[src/rtl/fetch_parcel_aligner.sv]
// Fetch sequencer: word fetches split into 16-bit parcels, compressed parcels expanded, straddling 32-bit instructions rejoined.
// Response-to-instr_valid is 2 edges; instr_valid/instr_ready output slot holds its contents while decode stalls.
module fetch_parcel_aligner #(
  parameter logic [31:0] RESET_PC = 32'h0000_0000
) (
  input  logic        clk,
  input  logic        reset,
  output logic        mem_req,
  output logic [31:0] mem_addr,
  input  logic        mem_valid,
  input  logic [31:0] mem_rdata,
  input  logic        flush,
  input  logic [31:0] flush_pc,
  output logic [15:0] decomp_in,
  input  logic [31:0] decomp_out,
  output logic        instr_valid,
  input  logic        instr_ready,
  output logic [31:0] instr,
  output logic [31:0] instr_pc,
  output logic        instr_compressed
);

  typedef enum logic [1:0] {IDLE, WAIT, DROP} state_t;

  state_t      state, state_nxt;
  logic [15:0] pbuf [3];
  logic [1:0]  count;
  logic [31:0] pc;
  logic [31:0] fetch_addr;
  logic        skip_first;
  logic        head_c;
  logic        need;
  logic        can_emit;
  logic        emit;
  logic        push;

  assign head_c    = (pbuf[0][1:0] != 2'b11);
  // Fetching only when the buffer cannot form an instruction keeps push and pop on different edges.
  assign need      = (count == 2'd0) || ((count == 2'd1) && !head_c);
  assign can_emit  = ((count != 2'd0) && head_c) || (count >= 2'd2);
  assign emit      = !flush && (!instr_valid || instr_ready) && can_emit;
  assign decomp_in = pbuf[0];
  assign mem_addr  = fetch_addr;

  always_ff @(posedge clk or posedge reset) begin
    if (reset) state <= IDLE;
    else       state <= state_nxt;
  end

  always_comb begin
    state_nxt = state;
    mem_req   = 1'b0;
    push      = 1'b0;
    case (state)
      IDLE: begin
        if (need && !flush && !reset) begin
          mem_req   = 1'b1;
          state_nxt = WAIT;
        end
      end
      WAIT: begin
        if (mem_valid) begin
          push      = !flush;
          state_nxt = IDLE;
        end else if (flush) begin
          state_nxt = DROP;
        end
      end
      DROP: begin
        if (mem_valid) state_nxt = IDLE;
      end
      default: state_nxt = IDLE;
    endcase
  end

  always_ff @(posedge clk or posedge reset) begin
    if (reset) begin
      pbuf[0]    <= '0;
      pbuf[1]    <= '0;
      pbuf[2]    <= '0;
      count      <= 2'd0;
      pc         <= RESET_PC & ~32'd1;
      fetch_addr <= RESET_PC & ~32'd3;
      skip_first <= RESET_PC[1];
    end else if (flush) begin
      count      <= 2'd0;
      pc         <= flush_pc & ~32'd1;
      fetch_addr <= flush_pc & ~32'd3;
      skip_first <= flush_pc[1];
    end else begin
      if (mem_req) fetch_addr <= fetch_addr + 32'd4;
      if (push) begin
        // A redirect into the upper half of a word discards the lower parcel.
        if (skip_first) begin
          pbuf[count] <= mem_rdata[31:16];
          count       <= count + 2'd1;
          skip_first  <= 1'b0;
        end else begin
          pbuf[count]         <= mem_rdata[15:0];
          pbuf[count + 2'd1]  <= mem_rdata[31:16];
          count               <= count + 2'd2;
        end
      end else if (emit) begin
        if (head_c) begin
          pbuf[0] <= pbuf[1];
          pbuf[1] <= pbuf[2];
          count   <= count - 2'd1;
          pc      <= pc + 32'd2;
        end else begin
          pbuf[0] <= pbuf[2];
          count   <= count - 2'd2;
          pc      <= pc + 32'd4;
        end
      end
    end
  end

  always_ff @(posedge clk or posedge reset) begin
    if (reset) begin
      instr_valid      <= 1'b0;
      instr            <= '0;
      instr_pc         <= '0;
      instr_compressed <= 1'b0;
    end else if (flush) begin
      instr_valid <= 1'b0;
    end else if (emit) begin
      instr_valid      <= 1'b1;
      instr_pc         <= pc;
      instr_compressed <= head_c;
      instr            <= head_c ? decomp_out : {pbuf[1], pbuf[0]};
    end else if (instr_ready) begin
      instr_valid <= 1'b0;
    end
  end

endmodule

[config.mk]
export PLATFORM = sky130hd
export DESIGN_NAME = fetch_parcel_aligner
export DESIGN_NICKNAME = d
export VERILOG_FILES = /design/src/rtl/fetch_parcel_aligner.sv
export SDC_FILE = /design/constraint.sdc
export NUM_CORES = 1
export LEC_CHECK = 0
export ABC_AREA = 1
export CAP_MARGIN = 10
export CORE_MARGIN = 2
export CORE_UTILIZATION = 46
export DETAILED_ROUTE_END_ITERATION = 6
export MAX_ROUTING_LAYER = met4
export PLACE_DENSITY = 0.81
export SYNTH_ARGS = -nofsm -noshare
export SYNTH_HDL_FRONTEND = slang
export SYNTH_SLANG_ARGS = --single-unit
[constraint.sdc]
create_clock -name clk -period 6.5 [get_ports clk]
set_input_delay 0.975 -clock clk [delete_from_list [all_inputs] [get_ports clk]]
set_output_delay 0.975 -clock clk [all_outputs]
set_load 0.01 [all_outputs]
==> results.md <==
* Synth area leaders: dfrtp_1, nand2_1, o21ai_0
* Die height at approximately 160 um
* Distinct cells, synth at 45
* Slew HR at 25.4%
* Final Max Tran Viols at 0
* Asr flop ratio synth at 100%
* WS Path Type: reg2out
* Initial Utilization at 46.4%
* CTS Hold Buffers Added at 0
* Finish-stage setup viols at 0
* Fin util at 57.8%
* Routed Antenna Nets at 0
* Total GRT Usage at 28.6%
* Maximum vdd drop at 214 uV
* Layout cells sized above 1 at 4.86%
* First-pass GRT wire length at ~54 mm
* Post-CTS resize count at 0
* HP Class: reg2reg
* Cell Area, Synth at between 10000 and 15000 um^2
* I/O Buffers at approximately 210
* Iter 0 DRT Violations at 1142
* Num CTS Buffers at 17
* Initial antenna violation count at 0
* Top_reg_cell synth: dfrtp_1
* Layout area overhead at 24.6%
* Largest net degree at the start of global routing at 68
* Vias in the first global route at between 10k and 15k
* Pwr dens at between 400 and 500 nW/um^2
* Layout Nets at 1783
* WL per Instance at 16.9 um
* # diodes at 0
* Fillers at 2145
* Core Rows at 56
* Clock Root Buffer: clkbuf_16
* Clock skew at 0.0143 ns
* Achievable frequency at approximately 230 MHz
* Mean Syn Cell Area at 7.06 um^2
* Core region area at 23300 um^2
* Number of max-cap violations at 0
* Register area share after synthesis at around 41%
* DR vias at about 11k
* Largest area contributor in the netlist: dfrtp_1
* Via/cell ratio at 5.43
* #FFs+latches synth at 179
* Status: finished, final reports clean
* Clk buf depth at 2
* Reg clk slew, reported paths at 0.08 ns
* Final hold vios at 0
* Setup crit start kind: flop
* DR DRC count at 0
* WL final at 33.9 mm
* Syn. warnings at 0
* Critical path peak fanout at 35
* Pleak at 5.96 nW
* Req. time, crit path at 5.52 ns
* Post-synth EDFFs at 0
* CP arrival at 3.40 ns
* Worst-margin pin slew at 1.12 ns
* CTS tree: built
* Synth Instances at between 1.5k and 2k
* Top Ports at 216
* Full die area at 24700 um^2
* Number of setup buffers added after CTS at 0
* Total gr overflow at 0
* H-tree depth at 4
* Fin crit period at 4.38 ns
* HPWL after detailed placement at between 20 and 25 mm
* Clock Latency Late Sink at 0.44 ns
* Clock net sink count at 179
* RSZ-0062 raised after global routing: no
* DRT Pass-1 Iters at 5
* GPL Wtd Cong at 0.945
* Tcrit/Tclk final at 67.3%
* Setup_tns at 0 ns
* CP Capture Type: primary output
* DIE WIDTH at 157 um
* Share of the synthesized area in the top cell type at 41.5%
-- layer usage --
layer | GRT usage (%) | vias up | routed length, um
li1 | - | 5296 | -
met1 | 42.2 | 5024 | 15900
met2 | 40.3 | 535 | 14500
met3 | 4.79 | 36 | 3040
met4 | 8.14 | 0 | 534
met5 | - | - | 0
-- worst paths after layout --
kind	startpoint	endpoint	slack (ns)	cells after the start
max in group asynchronous	reset	decomp_in[15]$_DFFE_PP0P_	4.16	3
hold reg to reg	instr_pc[4]$_DFFE_PP0P_	instr_pc[4]$_DFFE_PP0P_	0.49	2
setup reg to reg	count[0]$_DFFE_PP0P_	pbuf[24]$_DFFE_PP0P_	2.39	11
min in group asynchronous	reset	state[0]$_DFFE_PP0P_	1.06	2
hold / removal	instr_pc[4]$_DFFE_PP0P_	instr_pc[4]$_DFFE_PP0P_	0.49	2
setup / recovery	count[1]$_DFFE_PP0P_	mem_req	2.12	8
-- placed cells by master, fill, tap and decap left out, drive strengths merged --
cell	netlist	final
a211oi	1	1
a21oi	79	79
a22oi	1	1
a31oi	36	36
and2	3	3
buf	64	10
clkbuf	33	17
clkdlybuf4s50	0	210
clkinv	2	7
clkinvlp	0	2
conb	1	3
dfrtp	179	179
ha	8	8
inv	150	158
nand2	432	432
nand3	138	138
nand3b	4	4
nand4	18	18
nor2	160	160
nor3	6	6
nor4	1	1
o211ai	24	24
o21a	2	2
o21ai	159	159
o21bai	1	1
o22ai	15	15
o311ai	1	1
o31ai	3	3
o32ai	2	2
xnor2	1	1
xor2	6	6
-- sequential cells by signal, indices dropped and copies added, names as in the netlist --
| signal | count |
|---|---|
| instr | 32 |
| pbuf | 32 |
| instr_pc | 31 |
| pc | 31 |
| mem_addr | 30 |
| decomp_in | 16 |
| count | 2 |
| state | 2 |
| instr_compressed | 1 |
| instr_valid | 1 |
| skip_first | 1 |
-- layout make-up --
cell class	count	area, um^2	area share, %
Inverter	152	578	4.30
Clock buffer	17	425	3.16
Tap cell	319	399	2.97
Clock inverter	15	161	1.20
Multi-Input combinational cell	1104	5230	38.9
Sequential cell	179	4480	33.3
Timing Repair Buffer	220	2170	16.2
-- Yosys cell counts, types with 7 or more instances --
library cell and number:
a31oi_1 36, clkbuf_1 32, buf_4 26, nand4_1 18
inv_2 8, nand2_2 7, a21oi_1 79, buf_2 31
nand3_1 134, nand2_1 422, inv_1 141, dfrtp_1 179
o22ai_1 15, nor2_1 149, o21ai_1 21, o21ai_0 135
ha_1 8, o211ai_1 24
-- where the power goes --
| group | total (W) | internal, W | switching, W |
|---|---|---|---|
| Sequential | 0.00193 | 0.00156 | 0.000372 |
| Combinational | 0.00250 | 0.00105 | 0.00145 |
| Clock | 0.00103 | 0.000515 | 0.000518 |
-- worst max-delay path: stages, from the launching register on --
cell             delay (ns)
dfrtp_1                0.44
inv_1                  0.16
ha_1                   0.18
buf_4                  0.36
inv_1                  0.39
o21ai_2                0.29
nand3_2                0.28
clkinv_1               0.28
clkdlybuf4s50_1        0.57
-- metrics by stage --
step	power, W	hold WS, ns	std cells	setup slack, ns	cell area (um^2)
floorplan	0.00341	0.472	1532	0.666	10800
CTS	0.00545	0.490	2006	2.18	13500
detailed placement	0.00441	0.469	1974	2.22	12900
finish	0.00547	0.488	2006	2.12	13500
global route	0.00586	0.509	2006	1.90	13500
global placement	0.00434	0.464	1974	2.24	12900
-- kinds of logic (layout without fill, tap and decap cells) --
logic type	Yosys count	in the layout	synth area share [%]
AND/OR/NAND/NOR	762	762	30.2
XOR/XNOR	7	7	0.568
AO/OA/AOI/OAI	324	324	16.7
other	1	3	0.0347
adder cells (fa/ha/maj)	8	8	0.927
flip-flops	179	179	41.5
buffers and inverters	249	404	10.1
(Power assumes the default switching activity.)
